==> src/rtl/lvds_pkg.sv <==
// rtl/lvds_pkg.sv - constants, pixel type and lane-mapping functions for lvds_panel_tx
// bar_color exists only when LVDS_TESTPATTERN_EN is defined.
package lvds_pkg;

  localparam logic [6:0] CLK_PATTERN   = 7'b1100011;
  localparam int         BITS_PER_SLOT = 7;

  typedef struct packed {
    logic [7:0] r;
    logic [7:0] g;
    logic [7:0] b;
  } rgb_t;

  typedef logic [3:0][6:0] lane_words_t;

  function automatic lane_words_t map_vesa(input rgb_t p, input logic de, input logic hs, input logic vs);
    lane_words_t w;
    w[0] = {p.g[0], p.r[5:0]};
    w[1] = {p.b[1:0], p.g[5:1]};
    w[2] = {de, vs, hs, p.b[5:2]};
    w[3] = {1'b0, p.b[7:6], p.g[7:6], p.r[7:6]};
    return w;
  endfunction

  // Upper six bits of each colour ride lanes 0-2; the two LSBs go to lane 3.
  function automatic lane_words_t map_jeida(input rgb_t p, input logic de, input logic hs, input logic vs);
    lane_words_t w;
    w[0] = {p.g[2], p.r[7:2]};
    w[1] = {p.b[3:2], p.g[7:3]};
    w[2] = {de, vs, hs, p.b[7:4]};
    w[3] = {1'b0, p.b[1:0], p.g[1:0], p.r[1:0]};
    return w;
  endfunction

  function automatic lane_words_t map_18(input rgb_t p, input logic de, input logic hs, input logic vs);
    lane_words_t w;
    w    = map_jeida(p, de, hs, vs);
    w[3] = '0;
    return w;
  endfunction

`ifdef LVDS_TESTPATTERN_EN
  function automatic rgb_t bar_color(input int idx);
    case (idx)
      0:       bar_color = 24'hFFFFFF;
      1:       bar_color = 24'hFFFF00;
      2:       bar_color = 24'h00FFFF;
      3:       bar_color = 24'h00FF00;
      4:       bar_color = 24'hFF00FF;
      5:       bar_color = 24'hFF0000;
      6:       bar_color = 24'h0000FF;
      default: bar_color = 24'h000000;
    endcase
  endfunction
`endif

endpackage

==> src/rtl/lvds_timing_gen.sv <==
// rtl/lvds_timing_gen.sv - phase/pixel/line counters, DE/HS/VS, frame_start and pix_rd strobe
// hpos output exists only when LVDS_TESTPATTERN_EN is defined.
module lvds_timing_gen
  import lvds_pkg::*;
#(
  parameter int H_ACTIVE = 800,
  parameter int H_FP     = 40,
  parameter int H_SYNC   = 48,
  parameter int H_BP     = 40,
  parameter int V_ACTIVE = 480,
  parameter int V_FP     = 13,
  parameter int V_SYNC   = 3,
  parameter int V_BP     = 29,
  parameter int SYNC_POL = 0
) (
  input  logic        clk,
  input  logic        rst,
  input  logic        rd_en,
  output logic        slot_start,
  output logic        slot_last,
  output logic        de,
  output logic        hs,
  output logic        vs,
  output logic        frame_start,
`ifdef LVDS_TESTPATTERN_EN
  output logic [15:0] hpos,
`endif
  output logic        pix_rd
);

  localparam int H_TOTAL = H_ACTIVE + H_FP + H_SYNC + H_BP;
  localparam int V_TOTAL = V_ACTIVE + V_FP + V_SYNC + V_BP;
  localparam int HW      = (H_TOTAL > 2) ? $clog2(H_TOTAL) : 1;
  localparam int VW      = (V_TOTAL > 2) ? $clog2(V_TOTAL) : 1;
  localparam logic [HW-1:0] H_LAST  = HW'(H_TOTAL - 1);
  localparam logic [VW-1:0] V_LAST  = VW'(V_TOTAL - 1);
  localparam logic [2:0]    PH_LAST = 3'(BITS_PER_SLOT - 1);
  localparam logic          POL     = (SYNC_POL != 0);

  logic [2:0]    ph_q, ph_d;
  logic [HW-1:0] hcnt_q, hcnt_d;
  logic [VW-1:0] vcnt_q, vcnt_d;
  int            h, v;

  always_ff @(posedge clk or posedge rst) begin
    if (rst) begin
      ph_q   <= '0;
      hcnt_q <= '0;
      vcnt_q <= '0;
    end else begin
      ph_q   <= ph_d;
      hcnt_q <= hcnt_d;
      vcnt_q <= vcnt_d;
    end
  end

  always_comb begin
    ph_d   = ph_q + 3'd1;
    hcnt_d = hcnt_q;
    vcnt_d = vcnt_q;
    if (ph_q == PH_LAST) begin
      ph_d = '0;
      if (hcnt_q == H_LAST) begin
        hcnt_d = '0;
        vcnt_d = (vcnt_q == V_LAST) ? '0 : vcnt_q + 1'b1;
      end else begin
        hcnt_d = hcnt_q + 1'b1;
      end
    end
  end

  // Strobes are masked while rst is high so every output reads 0 in reset.
  always_comb begin
    h           = int'(hcnt_q);
    v           = int'(vcnt_q);
    slot_start  = (ph_q == 3'd0);
    slot_last   = (ph_q == PH_LAST);
    de          = (h < H_ACTIVE) && (v < V_ACTIVE);
    hs          = ((h >= H_ACTIVE + H_FP) && (h < H_ACTIVE + H_FP + H_SYNC)) ? POL : ~POL;
    vs          = ((v >= V_ACTIVE + V_FP) && (v < V_ACTIVE + V_FP + V_SYNC)) ? POL : ~POL;
    frame_start = ~rst & slot_start & (hcnt_q == '0) & (vcnt_q == '0);
    pix_rd      = ~rst & rd_en & slot_start & de;
  end

`ifdef LVDS_TESTPATTERN_EN
  assign hpos = 16'(hcnt_q);
`endif

endmodule

==> src/rtl/lvds_panel_tx.sv <==
// rtl/lvds_panel_tx.sv - LVDS panel transmitter top: pixel capture, lane mapping, 7:1 serialisers
// Defining LVDS_TESTPATTERN_EN adds the pattern_en input and internal colour bars.
module lvds_panel_tx
  import lvds_pkg::*;
#(
  parameter int LANES    = 4,
  parameter int JEIDA    = 0,
  parameter int H_ACTIVE = 800,
  parameter int H_FP     = 40,
  parameter int H_SYNC   = 48,
  parameter int H_BP     = 40,
  parameter int V_ACTIVE = 480,
  parameter int V_FP     = 13,
  parameter int V_SYNC   = 3,
  parameter int V_BP     = 29,
  parameter int SYNC_POL = 0
) (
  input  logic             clk,
  input  logic             rst,
  input  logic [23:0]      pix_data,
  input  logic             pix_valid,
`ifdef LVDS_TESTPATTERN_EN
  input  logic             pattern_en,
`endif
  output logic             pix_rd,
  output logic             frame_start,
  output logic             underrun,
  output logic [LANES-1:0] dout,
  output logic             clkout
);

  logic slot_start, slot_last, de, hs, vs, rd_en;
  logic miss;
  rgb_t rgb;
  lane_words_t lanes;

  logic [LANES-1:0][6:0] word_q, word_d;
  logic [LANES-1:0][6:0] sh_q, sh_d;
  logic [6:0]            clk_sh_q, clk_sh_d;
  logic                  underrun_q, underrun_d;

`ifdef LVDS_TESTPATTERN_EN
  localparam int BAR_W = (H_ACTIVE / 8 > 0) ? H_ACTIVE / 8 : 1;
  logic [15:0] hpos;
  assign rd_en = ~pattern_en;
`else
  assign rd_en = 1'b1;
`endif

  lvds_timing_gen #(
    .H_ACTIVE(H_ACTIVE), .H_FP(H_FP), .H_SYNC(H_SYNC), .H_BP(H_BP),
    .V_ACTIVE(V_ACTIVE), .V_FP(V_FP), .V_SYNC(V_SYNC), .V_BP(V_BP),
    .SYNC_POL(SYNC_POL)
  ) u_timing (
    .clk         (clk),
    .rst         (rst),
    .rd_en       (rd_en),
    .slot_start  (slot_start),
    .slot_last   (slot_last),
    .de          (de),
    .hs          (hs),
    .vs          (vs),
    .frame_start (frame_start),
`ifdef LVDS_TESTPATTERN_EN
    .hpos        (hpos),
`endif
    .pix_rd      (pix_rd)
  );

  always_ff @(posedge clk or posedge rst) begin
    if (rst) begin
      word_q     <= '0;
      sh_q       <= '0;
      clk_sh_q   <= '0;
      underrun_q <= 1'b0;
    end else begin
      word_q     <= word_d;
      sh_q       <= sh_d;
      clk_sh_q   <= clk_sh_d;
      underrun_q <= underrun_d;
    end
  end

  // A missing pixel still occupies its DE slot, just with black colour.
  always_comb begin
    rgb  = '0;
    miss = 1'b0;
`ifdef LVDS_TESTPATTERN_EN
    if (pattern_en) begin
      if (de) rgb = bar_color(int'(hpos) / BAR_W);
    end else
`endif
    if (de) begin
      if (pix_valid) rgb = rgb_t'(pix_data);
      else           miss = 1'b1;
    end

    if (LANES == 3)      lanes = map_18(rgb, de, hs, vs);
    else if (JEIDA != 0) lanes = map_jeida(rgb, de, hs, vs);
    else                 lanes = map_vesa(rgb, de, hs, vs);

    word_d     = slot_start ? lanes[LANES-1:0] : word_q;
    underrun_d = underrun_q | (slot_start & miss);
  end

  // Word captured at ph 0 moves into the shifters on the ph 6 edge, bit6 first.
  always_comb begin
    sh_d     = sh_q;
    clk_sh_d = slot_last ? CLK_PATTERN : {clk_sh_q[5:0], 1'b0};
    for (int l = 0; l < LANES; l++) begin
      sh_d[l] = slot_last ? word_q[l] : {sh_q[l][5:0], 1'b0};
    end
  end

  always_comb begin
    dout = '0;
    for (int l = 0; l < LANES; l++) begin
      dout[l] = sh_q[l][6];
    end
  end

  assign clkout   = clk_sh_q[6];
  assign underrun = underrun_q;

endmodule

==> config.mk <==
export PLATFORM = sky130hd
export DESIGN_NAME = lvds_panel_tx
export DESIGN_NICKNAME = d
export VERILOG_FILES = /design/src/rtl/lvds_pkg.sv /design/src/rtl/lvds_timing_gen.sv /design/src/rtl/lvds_panel_tx.sv
export SDC_FILE = /design/constraint.sdc
export NUM_CORES = 1
export LEC_CHECK = 0
export CORE_MARGIN = 2
export CORE_UTILIZATION = 60
export DETAILED_ROUTE_END_ITERATION = 12
export MAX_ROUTING_LAYER = met4
export PLACE_DENSITY_LB_ADDON = 0.1
export RECOVER_POWER = 50
export SETUP_SLACK_MARGIN = 0.3
export SYNTH_ARGS = -nofsm -noshare
export SYNTH_HDL_FRONTEND = slang
export SYNTH_HIERARCHICAL = 1
export SYNTH_SLANG_ARGS = --single-unit
==> constraint.sdc <==
create_clock -name clk -period 3.72 [get_ports clk]
set_input_delay 0.744 -clock clk [delete_from_list [all_inputs] [get_ports clk]]
set_output_delay 0.744 -clock clk [all_outputs]
set_load 0.01 [all_outputs]
# [After elaboration in Yosys (flattened, before gate mapping)]
# Cells that the tools add are included.
[classes] reduce_logical=7 magnitude_cmp=6 n_mux=14 eq_ne=3 n_addsub=3 bitwise=7
[op_table] op="$mux W24" n=2
[op_table] op="$mux W7" n=5
[op_table] op="$add A10 B1 Y10 const B" n=2
[op_table] op="$eq A10 B10 Y1 const B" n=2
[op_table] op="$logic_not A10 Y1" n=2
[op_table] op="$lt A10 B10 Y1 const B" n=2
[op_table] op="$lt A10 B9 Y1 const B" n=2
[op_table] op="$mux W10" n=2
[op_table] op="$ge A10 B10 Y1 const B" n=1
[op_table] op="$ge A10 B9 Y1 const B" n=1
[op_table] op="$and A1 B1 Y1" n=5
[op_table] op="$mux W1" n=4
[op_table] op="$add A3 B1 Y3 const B" n=1
[op_table] op="$eq A3 B3 Y1 const B" n=1
[op_table] op="$logic_and A1 B1 Y1" n=3
[op_table] op="$logic_not A3 Y1" n=1
[op_table] op="$mux W3" n=1
[op_table] op="$reduce_and A2 Y1" n=1
[op_table] op="$not A1 Y1" n=1
[op_table] op="$or A1 B1 Y1" n=1
[word_totals] wordCells=53 inputBits=27 out_inout_bits=8 reg_bits=86

# [Longest topological paths before layout]
# Gate-level depths: netlist of the first run.
[logic_depth] word_depth=5 depth_mapped=6 mapped_depth_nobuf=6

# [By module]
# Netlist of the first run, hierarchy kept.
[modules_own_cells] module="lvds_panel_tx" cells_each=193 n_inst=1 seq_area_each_um2=1576.5 area_per_inst_um2=2506.2
[modules_own_cells] module="lvds_timing_gen" cells_each=136 n_inst=1 seq_area_each_um2=575.6 area_per_inst_um2=1345.0

# [Least setup slack after synthesis of the first run]
# No wires, ideal clock.
[synth_path] path_type="register -> output" startpoint="register u_timing.vcnt_q[0]" endpoint="output port frame_start" required_ns=2.976 path_stages_with_launch=6 path_slack_ns=1.735 arrival_time_ns=1.241 path_buffers=0 cell_sequence="dfrtp_1 > inv_1 > ha_1 > nor4b_1 > nand3_1 > nor2_1"
[synth_between] elab_chain_cells=2
[synth_rtl] item="start, declared" line="lvds_timing_gen.sv:42" text="logic [VW-1:0] vcnt_q, vcnt_d;"
[synth_rtl] item="start signal, assigned" line="lvds_timing_gen.sv:53" text="vcnt_q <= vcnt_d;"
[synth_rtl] item="$logic_not A10 Y1" line="lvds_timing_gen.sv:81" text="frame_start = ~rst & slot_start & (hcnt_q == '0) & (vcnt_q == '0);"
[synth_rtl] item="$and A1 B1 Y1" line="lvds_timing_gen.sv:81"
[synth_rtl] item="end, declared" line="lvds_panel_tx.sv:26" text="output logic frame_start,"
# Every way passes these cells.

# [Worst setup path after layout of the first run]
[layout_path] startpoint="input port rst" endpoint="output port frame_start"
[layout_between] elab_chain_cells=4
[layout_rtl] item="start, declared" line="lvds_panel_tx.sv:19" text="input logic rst,"
[layout_rtl] item="$not A1 Y1" line="lvds_timing_gen.sv:81"
[layout_rtl] item="$and A1 B1 Y1 (3 in series)" line="lvds_timing_gen.sv:81"
# Every way passes these cells.

==> key figures, run 1 <==
Status
  • Status: finished with violations
  • Failing checks: capacitance limit, slew limit

Pwr
  • Power per Cell Area: 393.8 nW/um^2
  • Total power: 1724 uW
  • Peak supply drop: between 0.3 and 0.4 mV
  • LEAKAGE: roughly 0.0021 uW

Place
  • HPWL Detailed: between 4000 and 5000 um
  • Port buffer count: 34
  • Routability-driven placement congestion ratio: between 0.8 and 0.9
  • Dpl ws: 538.3 ps

Finish
  • Number of inserted diodes: 0
  • Most common cell after layout, fill and taps aside: dfrtp_1
  • Area Overhead vs Synth: 13.71%
  • Share of layout cells above drive strength 1: 0.1557
  • Commonest non-fill, non-tap cells in the layout: 86 x dfrtp_1, 33 x inv_1, 33 x clkdlybuf4s50_1, 32 x nand2_1, 25 x o22ai_1
  • Layout Nets: 394
  • Fillers: approximately 460
  • Fin util: 0.6976

Critical path
  • Slowest library cell on the worst path: dlygate4sd3_1
  • Endpoint class of the critical path: primary output
  • Kind of critical path: input port to primary output
  • CP required: 2980 ps
  • Critical path's top delay family: buffers and inverters
  • CP peak stage delay: 570 ps
  • Cell Chain, Critical Path: dlygate4sd3_1, nor4_1, nand3_1, nor2_1, clkdlybuf4s50_1
  • Crit-path max FO: 3
  • Startpoint types: input port
  • Worst EP arrival: roughly 2500 ps
  • WP buf/inv: 2

Timing
  • FMAX: 0.3055 GHz
  • Slew headroom: -0.06814
  • WHS: 446.6 ps
  • Final setup fails: 0
  • Setup_tns: 0 ps
  • Final Hold Vio Count: 0
  • Actual slew at the worst max-slew pin: 1590 ps
  • Clk_skew: 6.137 ps
  • Max Slew Vio Count: 13
  • Final period util: 0.8799
  • RSZ-0062 raised after global routing: no
  • Setup WS post-layout: 446.9 ps
  • Minimum clock period: 3273 ps

Clocking
  • Clk sinks: 86
  • CTS Hold Bufs: 0
  • PostCTS Resize Cnt: 0
  • CTS tree: done
  • Num CTS Buffers: 9
  • CTS max path bufs: 2
  • H-tree levels: 3
  • Root buffer cell: clkbuf_8
  • Post-CTS setup buffers: 0
  • Worst-skew pair later-pin latency: 340 ps
  • Clock Pin Slew Worst Setup and Hold Paths: about 80 ps

Floorplan
  • Initial Utilization: 0.6135
  • Row cnt: 29
  • Die height: 84.12 um
  • Die area: 7075 sq um
  • Chip width: 84.12 um
  • Core area: 6277 sq um
  • I/O pin count: 35

Yosys
  • Synth unique cells: 48
  • Synthesis-stage register bit count: 86
  • Syn nets: 362
  • Top cells by area, synth: dfrtp_1 56%, mux2_4 7.8%, o22ai_1 4.1%
  • Largest area contributor in the netlist: dfrtp_1
  • Cells after synthesis: approximately 330
  • Syn. warnings: 6
  • Register area share after synthesis: 0.5588
  • Asr flop ratio synth: 1.000
  • Syn avg cell area: 11.71 sq um
  • Area share of the largest cell type after synthesis: 0.5588
  • Post-synth EDFFs: 0
  • Main synth FF type: dfrtp_1
  • Synth Cell Area: 3851 sq um

Detailed routing
  • Initial DRC count: 110
  • Post-DR wirelength/cell: approximately 14 um
  • Via count: ~2,400
  • Antenna Violating Nets Remaining: 0
  • Drt pass-1 iters: 5
  • WL final: 6132 um
  • DRC Markers: 0
  • Via/cell ratio: 5.400

Global routing
  • Vias in the first global route: 2,405
  • Largest net degree at the start of global routing: 31
  • Global-route wire length before repair: around 11,000 um
  • Total track usage: 0.1984
  • Initial antenna violation count: 0
  • Grt total ovfl: 0

Job
  • Max cap viols: 1

Worst hold path
  • Min-Delay Path Class: register to register
## worst register-to-register path, delay by kind of cell, from the launching register on
family,cells,cell delay (ps)
AO/OA/AOI/OAI,1,130
buffers and inverters,1,480
flip-flops,1,470
AND/OR/NAND/NOR,2,1380
## layer usage
layer  global-route usage  part of all wire  wire length, um
met2               0.2965              0.47             2892
met5                    -                 0                0
met4              0.06745            0.0093               57
met1               0.2666              0.47             2899
met3              0.05143             0.046              282
## flip-flops by register name, indices dropped and copies added (netlist names)
name	flops
sh_q	24
u_timing/hcnt_q	10
word_q	27
u_timing/vcnt_q	10
u_timing/ph_q	3
clk_sh_q	7
underrun	1
dout	4
## cell type report
cell class / instances / area (sq um) / share of cell area
multi-input cells: 190 / 1416 / 0.3234
flip-flops and latches: 86 / 2152 / 0.4914
repair buffers: 40 / 377.9 / 0.08629
inverters: 34 / 127.6 / 0.02914
clock buffers: 11 / 151.4 / 0.03457
well taps: 77 / 96.34 / 0.02200
clock inverters: 5 / 57.56 / 0.01314
## path summary, 6_finish.rpt
check | startpoint | to | slack [ps] | depth (start not counted)
min reg2reg | clk_sh_q[0] | clk_sh_q[1] | 450 | 1
max reg2reg | u_timing/ph_q[1] | word_q[21] | 1180 | 4
min in group asynchronous | rst | clk_sh_q[0] | 1020 | 2
min | clk_sh_q[0] | clk_sh_q[1] | 450 | 1
max | rst | frame_start | 450 | 5
max in group asynchronous | rst | dout[3] | 1080 | 3
## where the power goes
group          total (uW)  switching (uW)  internal (uW)
clock network         661             316            345
registers             970            10.1            960
logic                93.1            41.1           52.0
total                1720             367           1360
## synth_stat cells, drive strengths merged (3+ instances only)
master and count:
and2 6, mux2 26, a21o 3, o21ai 10, inv 33, dfrtp 86
and3 4, or2 5, ha 6, nand2 32, nand2b 3, nor2 9
nand4 9, xnor2 5, nor4 3, nand3 7, buf 18, a31oi 3
nor3 5, and4 5, o22ai 25, xor2 4, nor2b 5
## cells by family (layout without fill, tap and decap cells)
logic type      count (synthesis)  in the layout  synth area share
xor+xnor                        9              9           0.02047
mux                            28             28            0.1007
flops                          86             86            0.5588
fa+ha+maj                       6              6           0.01949
simple gates                  100            100            0.1521
compound gates                 46             46           0.07408
buf+inv                        53             90           0.07342
other cells                     1              1         0.0009737
## stage by stage
| step | instance area (sq um) | cells |
|---|---|---|
| 6_report | 4379 | 443 |
| 4_1_cts | 4392 | 443 |
| 2_1_floorplan | 3851 | 329 |
| 3_3_place_gp | 4183 | 427 |
| 5_1_grt | 4379 | 443 |
| 3_5_place_dp | 4183 | 427 |
(Power assumes the default switching activity.)
==> run 2, diff against run 1 <==
--- a/config.mk
+++ b/config.mk
@@ -10,7 +10,6 @@
 export DETAILED_ROUTE_END_ITERATION = 12
 export MAX_ROUTING_LAYER = met4
 export PLACE_DENSITY_LB_ADDON = 0.1
-export RECOVER_POWER = 50
 export SETUP_SLACK_MARGIN = 0.3
 export SYNTH_ARGS = -nofsm -noshare
 export SYNTH_HDL_FRONTEND = slang
==> constraint.sdc (replaced) <==
create_clock -name clk -period 4.1 [get_ports clk]
set_input_delay 0.82 -clock clk [delete_from_list [all_inputs] [get_ports clk]]
set_output_delay 0.82 -clock clk [all_outputs]
set_load 0.01 [all_outputs]
==> run 2 against run 1 <==
Clock power fell by 2%. First-iteration DRC count fell by 4.5%. Critical path depth did not move. Sequential power fell by 9.2%. Sequential share of layout area fell by 0.14 points. Total power fell by 6.4%. Non-clock buffer count fell by 2. Clock skew rose by 1.8 ps. Combinational power fell by 7.9%. Flip-flop and latch count did not move. The flow now finishes without violations. Die area did not move. Register-to-register slack improved by 610 ps.
==> key figures, run 2 (synthesis results as in run 1) <==
Clocking
  • Post-CTS setup buffers: 0 (unchanged)
  • Clock Pin Slew Worst Setup and Hold Paths: 80 ps (about the same)
  • H-tree levels: 3 (unchanged)
  • PostCTS Resize Cnt: 0 (unchanged)
  • CTS tree: done (unchanged)
  • Clk sinks: 86 (unchanged)
  • Root buffer cell: clkbuf_8 (unchanged)
  • Worst-skew pair later-pin latency: 340 ps (about the same)
  • CTS Hold Bufs: 0 (unchanged)
  • Num CTS Buffers: 9 (unchanged)
  • CTS max path bufs: 2 (unchanged)

Global routing
  • Global-route wire length before repair: 11,030 um (was 10,940 um)
  • Grt total ovfl: 0 (unchanged)
  • Total track usage: 0.2054 (was 0.1984)
  • Global Route met3 Usage: 0.05539 (was 0.05143)
  • Met2 usage: 0.2915 (was 0.2965)
  • Initial antenna violation count: 0 (unchanged)
  • Met1 usage: 0.2840 (was 0.2666)
  • Grt peak-use layer: met2 (unchanged)
  • Largest net degree at the start of global routing: 64 (was 31)
  • Vias in the first global route: 2,331 (was 2,405)

Place
  • Routability-driven placement congestion ratio: 0.8166 (was 0.8171)
  • Dpl ws: 799.2 ps (was 538.3 ps)
  • HPWL Detailed: 4050 um (was 4131 um)
  • Cell Count Post-Placement: 425 (was 427)
  • Port buffer count: 34 (unchanged)

Detailed routing
  • WL final: 6250 um (was 6132 um)
  • Via count: 2,365 (was 2,392)
  • Antenna Violating Nets Remaining: 0 (unchanged)
  • Via/cell ratio: 5.363 (was 5.400)
  • DRC Markers: 0 (unchanged)
  • Initial DRC count: 105 (was 110)
  • Drt pass-1 iters: 4 (was 5)
  • Post-DR wirelength/cell: 14.17 um (was 13.84 um)

Timing
  • Final Hold Vio Count: 0 (unchanged)
  • Minimum clock period: 3321 ps
  • Final setup fails: 0 (unchanged)
  • Slew headroom: 0.4054 (was -0.06814)
  • Final period util: 0.8100
  • Setup_tns: 0 ps (unchanged)
  • Actual slew at the worst max-slew pin: 890.9 ps (was 1590 ps)
  • FMAX: roughly 0.30 GHz
  • RSZ-0062 raised after global routing: no (unchanged)
  • Setup WS post-layout: 779.1 ps (was 446.9 ps)
  • Max Slew Vio Count: 0 (was 13)
  • Clk_skew: 7.917 ps (was 6.137 ps)

Finish
  • Layout Nets: 392 (was 394)
  • Most common cell after layout, fill and taps aside: dfrtp_1 (unchanged)
  • Max FFs per register: 27 (unchanged)
  • Share of layout cells above drive strength 1: 0.1593 (was 0.1557)
  • Fin util: 0.6996 (was 0.6976)
  • Area Overhead vs Synth: 14.04% (was 13.71%)
  • Top flop regs: word_q: 27 flops, sh_q: 24 flops (unchanged)
  • Largest Register: word_q (unchanged)
  • Fillers: 471 (was 463)
  • Number of inserted diodes: 0 (unchanged)
  • Commonest non-fill, non-tap cells in the layout: 86 x dfrtp_1, 34 x clkdlybuf4s50_1, 32 x inv_1, 32 x nand2_1, 25 x o22ai_1 (was 86 x dfrtp_1, 33 x inv_1, 33 x clkdlybuf4s50_1, 32 x nand2_1, 25 x o22ai_1)
  • Fin cells: 441 (was 443)

Floorplan
  • Die height: 84.12 um (unchanged)
  • Die area: 7075 sq um (unchanged)
  • Chip width: 84.12 um (unchanged)
  • Initial Utilization: 0.6135 (unchanged)
  • Core area: 6277 sq um (unchanged)
  • I/O pin count: 35 (unchanged)
  • Row cnt: 29 (unchanged)

Critical path
  • Kind of critical path: input port to primary output (unchanged)
  • CP required: 3280 ps (was 2980 ps)
  • Crit path launch: rst (unchanged)
  • Reg2reg start: u_timing/hcnt_q[5] (was u_timing/ph_q[1])
  • Endpoint class of the critical path: primary output (unchanged)
  • Crit-path max FO: 3 (unchanged)
  • Worst EP arrival: 2500 ps (was 2530 ps)
  • Startpoint types: input port (unchanged)

Status
  • Status: complete, no violations (was finished with violations)

Worst hold path
  • Min-delay src: clk_sh_q[0] (unchanged)
  • Min-Delay Path Class: register to register (unchanged)

Pwr
  • Power per Cell Area: 367.4 nW/um^2 (was 393.8 nW/um^2)
  • Total power: 1613 uW (was 1724 uW)
  • LEAKAGE: 0.002098 uW (was 0.002086 uW)
  • Peak supply drop: 0.2417 mV (was 0.3405 mV)

Job
  • Max cap viols: 0 (was 1)
==> run 2: worst max-delay path, stage by stage <==
cell             delay [ps]
clkdlybuf4s50_1         450
nor4_1                  430
nand3_1                 150
nor2_1                  110
clkdlybuf4s50_1         540
==> run 2: metrics by stage <==
step / cell area, sq um / hold WS (ps)
5_1_grt: 4392 / 477.9
6_report: 4392 / 451.0
4_1_cts: 4392 / 459.1
3_5_place_dp: 4168 / 427.2
3_3_place_gp: 4168 / 426.0
2_1_floorplan: 3851 / 405.2
==> run 2: worst paths after layout <==
check / to / slack, ps / depth (start not counted)
min in group asynchronous: u_timing/ph_q[0] / 1040 / 2
setup / recovery: frame_start / 780 / 5
hold reg to reg: clk_sh_q[1] / 450 / 1
max in group asynchronous: u_timing/vcnt_q[9] / 2500 / 2
setup reg to reg: word_q[21] / 1790 / 5
hold / removal: clk_sh_q[1] / 450 / 1
==> run 2: final cells by class <==
| class | count | area (sq um) | share of cell area |
|---|---|---|---|
| multi-input cells | 190 | 1421 | 0.3236 |
| repair buffers | 38 | 370.4 | 0.08433 |
| clock buffers | 11 | 141.4 | 0.03219 |
| clock inverters | 5 | 82.58 | 0.01880 |
| inverters | 34 | 127.6 | 0.02906 |
| well taps | 77 | 96.34 | 0.02194 |
| flip-flops and latches | 86 | 2152 | 0.4900 |
==> run 2: where the power goes <==
| part | total [uW] | switching, uW | internal (uW) |
|---|---|---|---|
| sequential | 881 | 9.55 | 871 |
| clock | 647 | 286 | 361 |
| combinational | 85.7 | 38.1 | 47.6 |
| total | 1610 | 333 | 1280 |
==> run 2: metal layers <==
| layer | vias up | part of all wire | wire (um) |
|---|---|---|---|
| li1 | 1170 | - | - |
| met4 | 0 | 0.016 | 97 |
| met5 | - | 0 | 0 |
| met2 | 34 | 0.46 | 2891 |
| met3 | 9 | 0.034 | 210 |
| met1 | 1152 | 0.49 | 3051 |
==> run 3, diff against run 2 <==
--- a/config.mk
+++ b/config.mk
@@ -6,7 +6,7 @@
 export NUM_CORES = 1
 export LEC_CHECK = 0
 export CORE_MARGIN = 2
-export CORE_UTILIZATION = 60
+export CORE_UTILIZATION = 51
 export DETAILED_ROUTE_END_ITERATION = 12
 export MAX_ROUTING_LAYER = met4
 export PLACE_DENSITY_LB_ADDON = 0.1
==> constraint.sdc (replaced) <==
create_clock -name clk -period 2.79 [get_ports clk]
set_input_delay 0.558 -clock clk [delete_from_list [all_inputs] [get_ports clk]]
set_output_delay 0.558 -clock clk [all_outputs]
set_load 0.01 [all_outputs]
==> run 3 against run 2 <==
Design area is 2.6% higher. Critical path depth is 1 higher. Combinational power is 51% higher. Worst setup slack worse by 310 ps. Count of clock-buffer cells in the layout is 2 lower. First-iteration DRC count is 76% higher. Sequential power is 46% higher. Clock power is 51% higher. Total power is 49% higher. Flip-flop and latch count stayed put.
==> key figures, run 3 (synthesis results as in run 1) <==
Global routing
  • Total track usage: 0.1776 (was 0.2054)
  • Largest net degree at the start of global routing: 59 (was 64)
  • Global Route met3 Usage: 0.03589 (was 0.05539)
  • Initial antenna violation count: 0 (unchanged)
  • Met1 usage: 0.2556 (was 0.2840)
  • Grt total ovfl: 0 (unchanged)
  • Grt peak-use layer: met1 (was met2)
  • Global-route wire length before repair: 11,340 um (was 11,030 um)
  • Met2 usage: 0.2519 (was 0.2915)
  • Vias in the first global route: 2,398 (was 2,331)

Timing
  • Setup_tns: 0 ps (unchanged)
  • Actual slew at the worst max-slew pin: 912.1 ps (was 890.9 ps)
  • Minimum clock period: 2325 ps
  • Slew headroom: 0.3905 (was 0.4054)
  • Max Slew Vio Count: 0 (unchanged)
  • WHS: 278.0 ps (was 451.0 ps)
  • Final period util: 0.8335
  • Final Hold Vio Count: 0 (unchanged)
  • RSZ-0062 raised after global routing: no (unchanged)
  • FMAX: 0.4300 GHz
  • Clk_skew: 12.77 ps (was 7.917 ps)
  • Final setup fails: 0 (unchanged)

Job
  • Max cap viols: 0 (unchanged)

Worst hold path
  • Min-Delay Path Class: input port to asynchronous set/reset pin (was register to register)

Detailed routing
  • Initial DRC count: 185 (was 105)
  • Via/cell ratio: 5.087 (was 5.363)
  • DRC Markers: 0 (unchanged)
  • WL final: 6479 um (was 6250 um)
  • Via count: 2,386 (was 2,365)
  • Antenna Violating Nets Remaining: 0 (unchanged)
  • Drt pass-1 iters: 6 (was 4)
  • Post-DR wirelength/cell: 13.81 um (was 14.17 um)

Critical path
  • Worst EP arrival: 1770 ps (was 2500 ps)
  • Reg2reg end: word_q[21] (unchanged)
  • Cell Chain, Critical Path: inv_1, ha_1, nor4b_4, nand3_1, nor2_1, dlygate4sd2_1 (was clkdlybuf4s50_1, nor4_1, nand3_1, nor2_1, clkdlybuf4s50_1)
  • Slowest library cell on the worst path: dfrtp_1 (was clkdlybuf4s50_1)
  • Crit path to: frame_start (unchanged)
  • Reg2Reg Depth: 5 (unchanged)
  • Crit-path max FO: 4 (was 3)
  • CP peak stage delay: 420 ps (was 540 ps)
  • CP required: 2230 ps (was 3280 ps)
  • Crit path launch: u_timing/vcnt_q[0] (was rst)
  • Endpoint class of the critical path: primary output (unchanged)
  • Kind of critical path: register to primary output (was input port to primary output)
  • Reg2reg setup slack: 760 ps (was 1790 ps)
  • Reg2reg start: u_timing/vcnt_q[5] (was u_timing/hcnt_q[5])
  • Startpoint types: register (was input port)

Place
  • Port buffer count: 34 (unchanged)
  • Placed Area: 4230 sq um (was 4168 sq um)
  • HPWL Detailed: 4133 um (was 4050 um)
  • Routability-driven placement congestion ratio: 0.7950 (was 0.8166)

Floorplan
  • Die area: 8263 sq um (was 7075 sq um)
  • Core area: 7292 sq um (was 6277 sq um)
  • Row cnt: 31 (was 29)
  • Chip width: 90.90 um (was 84.12 um)
  • Initial Utilization: 0.5281 (was 0.6135)
  • Die height: 90.90 um (was 84.12 um)
  • I/O pin count: 35 (unchanged)

Clocking
  • Worst-skew pair later-pin latency: 350 ps (was 340 ps)
  • Num CTS Buffers: 9 (unchanged)
  • CTS tree: done (unchanged)
  • H-tree levels: 3 (unchanged)
  • Clk sinks: 86 (unchanged)
  • Root buffer cell: clkbuf_8 (unchanged)
  • CTS Hold Bufs: 0 (unchanged)
  • CTS max path bufs: 2 (unchanged)
  • Clock Pin Slew Worst Setup and Hold Paths: 90 ps (was 80 ps)

Pwr
  • LEAKAGE: 0.002152 uW (was 0.002098 uW)
  • P_sw: 531.4 uW (was 333.4 uW)
  • Power per Cell Area: 532.6 nW/um^2 (was 367.4 nW/um^2)
  • Register share of total power: 0.539 (was 0.546)
  • Cell Int Power: 1868 uW (was 1280 uW)
  • Clk pwr share: 0.407 (was 0.401)
  • Peak supply drop: 0.3167 mV (was 0.2417 mV)
  • Combinational power share: 0.054 (was 0.053)
  • Sw frac: 0.2214 (was 0.2067)

Finish
  • Commonest non-fill, non-tap cells in the layout: 82 x dfrtp_1, 32 x inv_1, 32 x nand2_1, 31 x clkdlybuf4s50_1, 25 x o22ai_1 (was 86 x dfrtp_1, 34 x clkdlybuf4s50_1, 32 x inv_1, 32 x nand2_1, 25 x o22ai_1)
  • Layout Nets: 398 (was 392)
  • Share of layout cells above drive strength 1: 0.1946 (was 0.1593)
  • Max FFs per register: 27 (unchanged)
  • Number of inserted diodes: 0 (unchanged)
  • Most common cell after layout, fill and taps aside: dfrtp_1 (unchanged)
  • Largest Register: word_q (unchanged)
  • Post-Layout Inst Area: 4506 sq um (was 4392 sq um)
  • Area Overhead vs Synth: 16.99% (was 14.04%)
  • Top flop regs: word_q: 27 flops, sh_q: 24 flops (unchanged)

Status
  • Status: complete, no violations (unchanged)
-- run 3: how the worst min path moves through the flow --
stage                      from               end  cells past startpoint
finish                      rst  u_timing/ph_q[1]                      2
global route                rst  u_timing/ph_q[1]                      2
CTS                         rst  u_timing/ph_q[2]                      2
detailed placement  clk_sh_q[0]       clk_sh_q[1]                      1
global placement    clk_sh_q[0]       clk_sh_q[1]                      1
floorplan           clk_sh_q[0]       clk_sh_q[1]                      1
-- run 3: worst max-delay path: cells and delay by family (launching register included) --
family | cells | cell delay, ps
adder cells (fa/ha/maj) | 1 | 160
buffers and inverters | 2 | 390
flip-flops | 1 | 420
AND/OR/NAND/NOR | 3 | 460
-- run 3: cell type report --
class / instances / area, sq um
clock inverters: 7 / 102.6
well taps: 99 / 123.9
clock buffers: 9 / 123.9
fillers: 636 / 2786
multi-input cells: 190 / 1446
repair buffers: 44 / 424.2
flip-flops and latches: 86 / 2157
inverters: 34 / 127.6
-- run 3: metrics by stage --
| step | cells | setup WS [ps] | utilization | power [uW] |
|---|---|---|---|---|
| 2_1_floorplan | 329 | 662.3 | - | 1388 |
| 3_3_place_gp | 450 | 109.3 | 0.5801 | 1448 |
| 3_5_place_dp | 450 | 100.6 | 0.5801 | 1452 |
| 4_1_cts | 469 | 414.2 | 0.6167 | 2429 |
| 5_1_grt | 469 | 316.7 | 0.6179 | 2502 |
| 6_report | 469 | 464.6 | 0.6179 | 2400 |
-- run 3: timing repair --
item,CTS,global route
buffers inserted,3,0
endpoints found under the setup margin,2,1
pin swaps,1,0
gates resized for setup,10,1
-- run 3: power by group through the flow --
stage / Clock [uW] / Combinational, uW / Sequential [uW]
after floorplan: 0 / 73.3 / 1310
after detailed placement: 0 / 132 / 1320
final: 978 / 129 / 1290
after global routing: 1060 / 146 / 1300
after global placement: 0 / 131 / 1320
after CTS: 1000 / 132 / 1290
-- run 3: routing by layer --
layer / share of wire / routed length, um
met1: 0.52 / 3363
met2: 0.44 / 2860
met3: 0.028 / 180
met4: 0.011 / 74
met5: 0 / 0
